<file path="config.mk">
export PLATFORM = sky130hd
export DESIGN_NAME = hazard_controller
export DESIGN_NICKNAME = d
export VERILOG_FILES = /design/src/rtl/hazard_controller.sv
export SDC_FILE = /design/constraint.sdc
export NUM_CORES = 1
export LEC_CHECK = 0
export BUFFER_PORTS_ARGS = -buffer_cell sky130_fd_sc_hd__buf_2
export CAP_MARGIN = 25
export CORE_MARGIN = 5
export CORE_UTILIZATION = 53
export CTS_CLUSTER_DIAMETER = 80
export DETAILED_ROUTE_END_ITERATION = 8
export HOLD_SLACK_MARGIN = 0.12
export PLACE_DENSITY = 0.81
export SLEW_MARGIN = 20
export SYNTH_ARGS = -nofsm -noshare
export SYNTH_HDL_FRONTEND = slang
export SYNTH_SLANG_ARGS = --single-unit
</file>
<file path="constraint.sdc">
create_clock -name clk -period 3.25 [get_ports clk]
set_clock_uncertainty 0.1 [all_clocks]
set_input_delay 0.4875 -clock clk [delete_from_list [all_inputs] [get_ports clk]]
set_output_delay 0.4875 -clock clk [all_outputs]
set_load 0.02 [all_outputs]
</file>
<file path="src/rtl/hazard_controller.sv">
// Pipeline hazard sequencer for the 5-stage RV64 core: stall/flush/forward selects,
// a registered action FSM, saturating stall/flush counters and a memory-wait watchdog.
module hazard_controller #(
  parameter int CNT_W        = 32,
  parameter int MAX_MEM_WAIT = 16
) (
  input  logic             clk,
  input  logic             rst,
  input  logic [4:0]       Rs1D,
  input  logic [4:0]       Rs2D,
  input  logic             UseRs1D,
  input  logic             UseRs2D,
  input  logic             BrUseD,
  input  logic             PCSrcD,
  input  logic [4:0]       Rs1E,
  input  logic [4:0]       Rs2E,
  input  logic [4:0]       RdE,
  input  logic             RegWriteEnE,
  input  logic             MemReadEnE,
  input  logic [4:0]       RdM,
  input  logic             RegWriteEnM,
  input  logic             MemReadEnM,
  input  logic [4:0]       RdW,
  input  logic             RegWriteEnW,
  input  logic             MemBusyM,
  input  logic             PerfClr,
  output logic             StallF,
  output logic             StallD,
  output logic             StallE,
  output logic             StallM,
  output logic             StallW,
  output logic             FlushD,
  output logic             FlushE,
  output logic [1:0]       ForwardAD,
  output logic [1:0]       ForwardBD,
  output logic [1:0]       ForwardAE,
  output logic [1:0]       ForwardBE,
  output logic [1:0]       State,
  output logic [CNT_W-1:0] StallCnt,
  output logic [CNT_W-1:0] FlushCnt,
  output logic             Timeout
);

  typedef enum logic [1:0] {RUN = 2'd0, HAZ = 2'd1, MEMW = 2'd2, REDIR = 2'd3} stateT;

  localparam int WAIT_W = $clog2(MAX_MEM_WAIT + 1);
  localparam logic [WAIT_W-1:0] WAIT_MAX = WAIT_W'(MAX_MEM_WAIT);
  localparam logic [CNT_W-1:0]  CNT_MAX  = {CNT_W{1'b1}};

  stateT             stateQ, stateNext;
  logic [WAIT_W-1:0] waitCnt, waitNext;
  logic              useAE, useBE, useAM, useBM;
  logic              loadUse, branchHaz, hazard;

  // x0 is hardwired, so it can never carry a dependency
  function automatic logic match(input logic [4:0] x, input logic [4:0] r);
    return (x != 5'd0) && (x == r);
  endfunction

  assign useAE = UseRs1D && match(Rs1D, RdE);
  assign useBE = UseRs2D && match(Rs2D, RdE);
  assign useAM = UseRs1D && match(Rs1D, RdM);
  assign useBM = UseRs2D && match(Rs2D, RdM);

  assign loadUse   = MemReadEnE && (useAE || useBE);
  assign branchHaz = BrUseD && ((RegWriteEnE && (useAE || useBE)) ||
                                (MemReadEnM && (useAM || useBM)));
  assign hazard    = loadUse || branchHaz;

  // A hazard outranks a redirect because the branch operands are not yet valid
  always_comb begin
    StallF    = 1'b0;
    StallD    = 1'b0;
    StallE    = 1'b0;
    StallM    = 1'b0;
    StallW    = 1'b0;
    FlushD    = 1'b0;
    FlushE    = 1'b0;
    stateNext = RUN;
    if (MemBusyM) begin
      StallF    = 1'b1;
      StallD    = 1'b1;
      StallE    = 1'b1;
      StallM    = 1'b1;
      StallW    = 1'b1;
      stateNext = MEMW;
    end else if (hazard) begin
      StallF    = 1'b1;
      StallD    = 1'b1;
      FlushE    = 1'b1;
      stateNext = HAZ;
    end else if (PCSrcD) begin
      FlushD    = 1'b1;
      stateNext = REDIR;
    end
  end

  // Loads in MEM are excluded on the ID side since their data is not available yet
  always_comb begin
    ForwardAD = 2'b00;
    ForwardBD = 2'b00;
    ForwardAE = 2'b00;
    ForwardBE = 2'b00;
    if (RegWriteEnM && !MemReadEnM && match(Rs1D, RdM)) ForwardAD = 2'b10;
    else if (RegWriteEnW && match(Rs1D, RdW))           ForwardAD = 2'b01;
    if (RegWriteEnM && !MemReadEnM && match(Rs2D, RdM)) ForwardBD = 2'b10;
    else if (RegWriteEnW && match(Rs2D, RdW))           ForwardBD = 2'b01;
    if (RegWriteEnM && match(Rs1E, RdM))                ForwardAE = 2'b10;
    else if (RegWriteEnW && match(Rs1E, RdW))           ForwardAE = 2'b01;
    if (RegWriteEnM && match(Rs2E, RdM))                ForwardBE = 2'b10;
    else if (RegWriteEnW && match(Rs2E, RdW))           ForwardBE = 2'b01;
  end

  always_ff @(posedge clk or posedge rst) begin
    if (rst) stateQ <= RUN;
    else     stateQ <= stateNext;
  end

  assign State = stateQ;

  assign waitNext = !MemBusyM ? '0 :
                    (waitCnt == WAIT_MAX) ? waitCnt : waitCnt + WAIT_W'(1);

  // PerfClr takes precedence over any counting event in the same cycle
  always_ff @(posedge clk or posedge rst) begin
    if (rst) begin
      waitCnt  <= '0;
      StallCnt <= '0;
      FlushCnt <= '0;
      Timeout  <= 1'b0;
    end else begin
      waitCnt <= waitNext;
      if (PerfClr) begin
        StallCnt <= '0;
        FlushCnt <= '0;
        Timeout  <= 1'b0;
      end else begin
        if (StallD && StallCnt != CNT_MAX) StallCnt <= StallCnt + CNT_W'(1);
        if (FlushD && FlushCnt != CNT_MAX) FlushCnt <= FlushCnt + CNT_W'(1);
        if (waitNext == WAIT_MAX) Timeout <= 1'b1;
      end
    end
  end

endmodule

</file>
==> run metrics, run 1 <==
unrepaired setup endpoints after global routing=no; flops & latches, synth=72; CTS Buffer Depth=2; Peak Freq=~360 MHz; vias per inst=5.76; Root Buffer=clkbuf_8; Port Buffers=129; Slew headroom=0.477; Initial Util=0.535; most common cell after layout, fill and taps aside=buf_2; Pwr Total=0.00196 W; largest net degree at the start of global routing=37; Max VDD drop=0.000276 V; Max Cap Viol=0; H-tree depth=3; drt initial violations=208; initial antenna violation count=0; Syn Area/Cell=8.64 um^2; Slew Viols, Final=0; Skew-Pair Late Insertion Delay=0.35 ns; critical setup path kind=reg -> reg; CORE AREA=8550 um^2; dpl ws=0.402 ns; Syn Nets=around 580; critical path endpoint category=flop; Via Count=4389; PnR worst setup slack=0.480 ns; cell taking the most area after synthesis=dfrtp_1; layout cells sized above 1=0.254; CTS tree=done; most frequent cells in the layout=129 x buf_2, 73 x nor2_1, 72 x dfrtp_1, 58 x xnor2_1, 41 x xor2_1; fin crit period=2.77 ns; setup TNS=0 ns; Antenna Nets Post-Route=0; total CTS buffers=9; Area Growth Syn to Fin=20.4%; Yosys top cell area share=0.394; residual DRC count=0; Area contributors post-synth=dfrtp_1 39%, xnor2_1 11%, xor2_1 7.8%, nor2_1 6.0%, nand3_1 3.8%; vias in the first global route=4270; All-Layer GR Usage=0.246; wirelength, routed=12.8 mm; Synth Cell Area=4580 um^2; PwrDens=approximately 360 nW/um^2; FP Rows=34; Synth Warn #=0; post-synthesis cell type count=39; static leakage=roughly 2.4 nW; final setup fails=0; Routed WL per cell=between 15 and 20 um; ANT cells=0; final period utilization=0.852; chip width=103 um; Worst EP required=3.37 ns; placer congestion estimate=approximately 0.9; WP data arrival=2.89 ns; die height=103 um; r2r setup slk=roughly 0.48 ns; Final Util=0.645; Final Hold Viols=0; Hold Path Class=in -> reg; total congestion overflow=0; drt first pass iters=4; cells after synthesis=530; die area=approximately 11000 um^2; Worst-path clk slew=approximately 0.08 ns; status=completed; Setup crit start kind=flop; Post-CTS Resized=0; crit path max fanout=11; I/O pins=130; number of nets in the layout=702; Post-DP HPWL=~9.4 mm; first-pass GRT wire length=around 21 mm; clk sinks=72; worst slew pin tran=roughly 0.78 ns; Seq/Total Area, Yosys=0.394
## cells in the mapped netlist
cell	count
nor4b_1	1
nor3_1	29
buf_6	1
nand4b_1	1
nor2_1	73
nor2b_1	3
and2_1	6
or2_1	1
nand3b_1	1
a21oi_1	18
o21ai_0	13
ha_1	4
or2_2	1
o41a_1	1
inv_1	11
or4_4	1
nor3_4	1
dfrtp_1	72
and3_1	10
inv_2	1
buf_4	4
o21ai_1	1
or4_1	4
nor4_1	19
clkbuf_1	22
nand3_1	35
nand2b_1	3
nand2_1	35
xnor2_1	58
buf_2	2
mux2_2	1
nand4_1	25
nor4_2	7
or3_1	16
a21oi_2	1
nor2_4	1
and4_1	3
mux2i_1	3
xor2_1	41
## worst max-delay path: stages (launching register included)
cell and delay (ns):
dfrtp_1 0.46, ha_1 0.19, and3_1 0.25, nand2b_1 0.11, nor4_1 0.58, nand2_1 0.41, nand2_1 0.25, nor4_1 0.08
xnor2_1 0.16, nor2_1 0.07
## path summary, 6_finish.rpt
check,to,from,cells after the start
worst max-delay path,StallCnt[10],StallCnt[0],9
worst min-delay path,State[0],MemBusyM,2
worst max register to register,StallCnt[10],StallCnt[0],9
worst min register to register,FlushCnt[4],FlushCnt[4],2
max in group asynchronous,State[0],rst,4
min in group asynchronous,StallCnt[19],rst,3
## final cells by class
type	count	area [um^2]
sequential	72	1800
timing repair buffer	138	716
multi-input combinational	417	2600
inverter	12	45.0
clock buffer	11	141
clock inverter	4	76.3
fill	758	3040
tap	108	135
## state kept, by name (all words and copies together) (netlist names)
register and flops:
StallCnt 32, FlushCnt 32, waitCnt 5, State 2, Timeout 1
## cell families (layout without fill, tap and decap cells)
family | Yosys count | after routing | share of synthesized area
and+or+nand+nor | 276 | 276 | 0.319
xor gates and xnor gates | 99 | 99 | 0.189
DFF | 72 | 72 | 0.394
buffers and inverters | 41 | 165 | 0.0391
AOI/OAI and AO/OA | 34 | 34 | 0.0394
adders and majority gates | 4 | 4 | 0.0109
muxes | 4 | 4 | 0.00902
## per-layer routing
layer | GRT usage | up-vias | wire [um]
met3 | 0.0507 | 23 | 886
met5 | 0 | - | 0
met1 | 0.330 | 2113 | 5330
met4 | 0.0737 | 0 | 220
li1 | - | 2078 | -
met2 | 0.403 | 175 | 6320
## where the power goes
part           switching, W  total [W]  internal, W
registers         0.0000123   0.000917     0.000904
logic              0.000160   0.000250    0.0000899
clock network      0.000341   0.000793     0.000452
## per-stage QoR
step	hold WS, ns	instance area, um^2	std cells
2_1_floorplan	0.414	4580	530
3_3_place_gp	0.443	5290	746
3_5_place_dp	0.456	5290	746
4_1_cts	0.326	5510	762
5_1_grt	0.350	5510	762
6_report	0.327	5510	762
## timing repair
item                                   CTS  global route
setup buffers                            0             0
endpoints found under the hold margin   24             0
hold buffers                             1             0
Power figures use the tool's default switching activity.
==> run 2, diff against run 1 <==
--- a/config.mk
+++ b/config.mk
@@ -5,15 +5,18 @@
 export SDC_FILE = /design/constraint.sdc
 export NUM_CORES = 1
 export LEC_CHECK = 0
+export ABC_AREA = 1
 export BUFFER_PORTS_ARGS = -buffer_cell sky130_fd_sc_hd__buf_2
 export CAP_MARGIN = 25
 export CORE_MARGIN = 5
-export CORE_UTILIZATION = 53
+export CORE_UTILIZATION = 55
 export CTS_CLUSTER_DIAMETER = 80
 export DETAILED_ROUTE_END_ITERATION = 8
 export HOLD_SLACK_MARGIN = 0.12
 export PLACE_DENSITY = 0.81
+export REMOVE_ABC_BUFFERS = 1
 export SLEW_MARGIN = 20
 export SYNTH_ARGS = -nofsm -noshare
 export SYNTH_HDL_FRONTEND = slang
 export SYNTH_SLANG_ARGS = --single-unit
+export TNS_END_PERCENT = 1
==> run 2 against run 1 <==
Against the previous run: final area increased by 21%; critical path type unchanged; maximum frequency rose by 14%; global-route usage up 2.1 points; combinational power grew 21%; utilization rose by 0.47 points; highest routed layer unchanged; hold slack worse by 0.23 ns.
==> run metrics, run 2 <==
status=completed; setup TNS=0 ns; All-Layer GR Usage=0.267; Worst EP required=roughly 3.4 ns; Max Cap Viol=0; postcts setup bufs=0; Compound-Gate Fraction of Synth Area=0.0349; Yosys top cell area share=0.312; Post-DP HPWL=12.6 mm; H-tree depth=3; post-synthesis cell type count=34; vias in the first global route=between 5000 and 6000; placed cells=1128; Commonest cells post-synth=260 x nand2_1, 121 x nor2_1, 98 x inv_1; cells after synthesis=892; post-synthesis adder-cell area fraction=0.00867; Skew-Pair Late Insertion Delay=0.36 ns; first-pass GRT wire length=28.1 mm; Syn Area/Cell=6.47 um^2; chip width=112 um; most frequent cells in the layout=260 x nand2_1, 129 x buf_2, 121 x nor2_1, 97 x inv_1, 90 x nand3_1; residual DRC count=0; drt first pass iters=5; die height=approximately 110 um; total CTS buffers=9; Post-synth ARST share=1.00; die area=12600 um^2; layout cells sized above 1=0.167; Worst-path clk slew=0.09 ns; drt initial violations=635; Max VDD drop=0.000221 V; Slew Viols, Final=0; Area contributors post-synth=dfrtp_1 31%, nand2_1 17%, nor2_1 7.9%, nand3_1 7.8%, xor2_1 6.8%; Root Buffer=clkbuf_8; Setup crit start kind=flop; FP Rows=37; top-count cell post-synth=nand2_1; Hold Buf Count CTS=0; GR Util met1=0.388; most common cell after layout, fill and taps aside=nand2_1; XOR/XNOR Fraction of Synth Area=0.115; Most Crowded Layer GR=met2; simple-gate share of the synthesized area=0.429; leading registers by flop count=FlushCnt x32, StallCnt x32, waitCnt x5; Synth Warn #=0; Antenna Nets Post-Route=0; ANT cells=0; max incr delay on CP=0.48 ns; critical path, cell by cell=ha_1 -> nand3_1 -> inv_2 -> nand2_2 -> nor2_1 -> nand3_1 -> nand4_2 -> nand2_2 -> nand2_1 -> nand2_1; critical setup path kind=reg -> reg; Hold Path Class=in -> async; Area Growth Syn to Fin=15.6%; largest net degree at the start of global routing=73; GR Util met2=0.406; flops & latches, synth=72; wirelength, routed=roughly 17 mm; # fillers=roughly 1000; Via Count=approximately 6200; Post-synth EDFFs=0; Final Hold Viols=0; mux contribution to synthesized area=0; Initial Util=0.562; GR Util met3=0.0518; largest family of logic cells by synthesized area=simple AND/OR/NAND/NOR gates; number of nets in the layout=around 1100; post-route insts no fill=1144; static leakage=3.59 nW; initial antenna violation count=0; I/O pins=130; Routed WL per cell=14.7 um; Seq/Total Area, Yosys=0.312; Slew headroom=0.584; placer congestion estimate=between 0.9 and 1; Peak Freq=411 MHz; vias per inst=5.45; cell taking the most area after synthesis=dfrtp_1; CORE AREA=10300 um^2; Post-CTS Resized=0; top_reg_cell synth=dfrtp_1; WP data arrival=between 2 and 3 ns; clk sinks=72; worst slew pin tran=between 0.6 and 0.7 ns; Synth Cell Area=5770 um^2; unrepaired setup endpoints after global routing=no; CTS tree=done; PwrDens=287 nW/um^2; final setup fails=0; final period utilization=0.749; critical path endpoint category=flop; fin crit period=2.43 ns; Port Buffers=129; Pwr Total=0.00192 W; critical path's slowest cell=dfrtp_1; CTS Buffer Depth=2; crit path max fanout=32; total congestion overflow=0
[run 2: layer usage]
layer | share of wire | wire length [um]
met1 | 0.46 | 7670
met2 | 0.43 | 7290
met3 | 0.089 | 1500
met4 | 0.020 | 332
met5 | 0 | 0
[run 2: path summary, 6_finish.rpt]
kind | from | end | slack [ns] | depth (start not counted)
min reg2reg | Timeout | Timeout | 0.40 | 2
min in group clk | MemBusyM | State[0] | 0.32 | 2
max in group asynchronous | rst | FlushCnt[27] | 2.63 | 3
min | rst | FlushCnt[9] | 0.1 | 3
max reg2reg | FlushCnt[0] | FlushCnt[25] | 0.82 | 10
max | FlushCnt[0] | FlushCnt[25] | 0.82 | 10
[run 2: logic make-up after synthesis]
| family | count (synthesis) |
|---|---|
| flops | 72 |
| xor+xnor | 76 |
| compound gates | 32 |
| simple gates | 568 |
| fa+ha+maj | 4 |
| buf+inv | 140 |
[run 2: worst max-delay path: cells and delay by family (launching register included)]
family,cells,cell delay (ns)
buffers and inverters,1,0.10
DFF,1,0.48
adders and majority gates,1,0.29
and+or+nand+nor,8,1.32
[run 2: cell type report]
type | count | area (um^2) | share of cell area
Clock buffer | 12 | 165 | 0.0247
Clock inverter | 4 | 27.5 | 0.00412
Inverter | 103 | 387 | 0.0579
Multi-Input combinational cell | 680 | 3390 | 0.508
Sequential cell | 72 | 1800 | 0.270
Tap cell | 136 | 170 | 0.0255
Timing Repair Buffer | 137 | 731 | 0.109
[run 2: per-stage QoR]
stage | area, um^2 | hold slack, ns | utilization | setup slack [ns]
final | 6670 | 0.0968 | 0.649 | 0.817
after global routing | 6670 | 0.130 | 0.649 | 0.637
after CTS | 6670 | 0.124 | 0.649 | 0.835
after detailed placement | 6480 | 0.386 | 0.631 | 0.693
after global placement | 6480 | 0.373 | 0.631 | 0.687
after floorplan | 5580 | 0.430 | - | 0.555
[run 2: power by group]
group	total [W]	switching [W]	internal [W]
registers	0.000924	0.0000169	0.000908
clock network	0.000690	0.000350	0.000340
logic	0.000302	0.000203	0.0000983
==> run 3, diff against run 2 <==
==> constraint.sdc (replaced) <==
create_clock -name clk -period 2.46 [get_ports clk]
set_clock_uncertainty 0.1 [all_clocks]
set_input_delay 0.369 -clock clk [delete_from_list [all_inputs] [get_ports clk]]
set_output_delay 0.369 -clock clk [all_outputs]
set_load 0.02 [all_outputs]
==> run 3 against run 2 <==
Against the previous run: flip-flop and latch count unchanged; largest cell class unchanged; non-clock buffer count increased by 7; critical path type is now in -> out; highest routed layer unchanged; via count increased by 1.2%; combinational power increased by 36%; hold slack improved by 0.12 ns.
==> run metrics, run 3 (synthesis results as in run 2) <==
final period utilization=0.896; CTS Buffer Depth=2; Root Buffer=clkbuf_8; Hold Crit Depth=3; critical path endpoint category=output port; die area=12600 um^2; hold path startpoint=MemBusyM; leading registers by flop count=FlushCnt x32, StallCnt x32, waitCnt x5; Slew headroom=0.585; I/O pins=130; PnR worst setup slack=0.256 ns; first-pass GRT wire length=just under 30 mm; Post-DP HPWL=13.1 mm; vias per inst=5.48; Antenna Nets Post-Route=0; CORE AREA=a little over 10000 um^2; Worst EP required=around 2.0 ns; R2R cell count=9; status=completed; CTS tree=done; # fillers=roughly 1000; vias in the first global route=5811; drt first pass iters=5; PwrDens=~380 nW/um^2; ANT cells=0; Peak Freq=454 MHz; Fin Hold WS=0.216 ns; drt initial violations=650; Sequential Power Share=0.477; most frequent cells in the layout=260 x nand2_1, 129 x buf_2, 121 x nor2_1, 97 x inv_1, 90 x nand3_1; critical setup path kind=in -> out; Initial Util=0.562; Max VDD drop=0.000278 V; Port Buffers=129; Via Count=6311; Skew-Pair Late Insertion Delay=0.36 ns; Setup crit start kind=input pin; Clk network pwr share=0.362; Max Cap Viol=0; Power Internal=about 0.0018 W; die height=112 um; Worst-path clk slew=0.08 ns; FP Rows=37; Hold Path Class=in -> reg; dpl ws=0.199 ns; worst setup path start=Rs1D[2]; post-route insts no fill=1151; Final Hold Viols=0; power share of the combinational group=0.161; total CTS buffers=9; static leakage=between 3 and 4 nW; wirelength, routed=17.3 mm; worst r2r src=FlushCnt[13]; Routed WL per cell=15.1 um; total congestion overflow=0; most common cell after layout, fill and taps aside=nand2_1; fin crit period=2.20 ns; chip width=112 um; worst slew pin tran=0.621 ns; number of nets in the layout=1062; residual DRC count=0; placed cells=around 1100; placer congestion estimate=0.951; layout cells sized above 1=0.170; crit path max fanout=6; Area Growth Syn to Fin=16.2%; WP data arrival=1.74 ns; clk sinks=72; initial antenna violation count=0; largest net degree at the start of global routing=66; Slew Viols, Final=0; Switching Share=0.296; All-Layer GR Usage=0.279; unrepaired setup endpoints after global routing=no; Net Sw Power=0.000755 W; H-tree depth=3; final setup fails=0
[run 3: timing repair]
action | 4_1_cts | 5_1_grt
buffers inserted | 0 | 0
endpoints found under the hold margin | 19 | 0
endpoints found under the setup margin | 0 | 0
hold buffers | 1 | 0
gates resized for setup | 0 | 0
[run 3: critical path: stages]
cell	delay (ns)
buf_2	0.12
inv_1	0.15
nand4_1	0.14
nand2_1	0.10
inv_1	0.04
nand3_1	0.07
nand2_1	0.06
nand2_1	0.19
nand3_2	0.20
nor2_1	0.12
buf_2	0.17
[run 3: path summary, 6_finish.rpt]
path / end / slack (ns)
max: FlushD / 0.26
min: waitCnt[1] / 0.22
min in group asynchronous: FlushCnt[9] / 0.47
max reg2reg: FlushCnt[15] / 0.30
min reg2reg: Timeout / 0.41
max in group asynchronous: StallCnt[0] / 1.16
[run 3: power by group through the flow]
stage	registers, W	clock network, W	logic (W)
2_1_floorplan	0.00126	0	0.000206
3_3_place_gp	0.00124	0	0.000410
3_5_place_dp	0.00124	0	0.000407
4_1_cts	0.00122	0.000940	0.000410
5_1_grt	0.00122	0.000986	0.000459
6_report	0.00122	0.000925	0.000410
[run 3: final cells by class]
class	instances	area [um^2]	area share
Clock buffer	10	128	0.0190
Clock inverter	6	60.1	0.00895
Inverter	103	387	0.0576
Multi-Input combinational cell	680	3390	0.505
Sequential cell	72	1800	0.268
Tap cell	136	170	0.0254
Timing Repair Buffer	144	773	0.115
[run 3: per-stage QoR]
step           utilization  power [W]  TNS, ns  area, um^2
4_1_cts              0.653    0.00257        0        6710
3_5_place_dp         0.634    0.00165        0        6510
6_report             0.653    0.00255        0        6710
5_1_grt              0.653    0.00266        0        6710
2_1_floorplan            -    0.00146    -5.39        5580
3_3_place_gp         0.634    0.00165        0        6510
[run 3: metal layers]
metal,wire length (um),vias to the layer above,track usage
met3,1390,19,0.0485
li1,-,3098,-
met2,7750,295,0.431
met5,0,-,0
met1,7940,2899,0.407
met4,264,0,0.0657
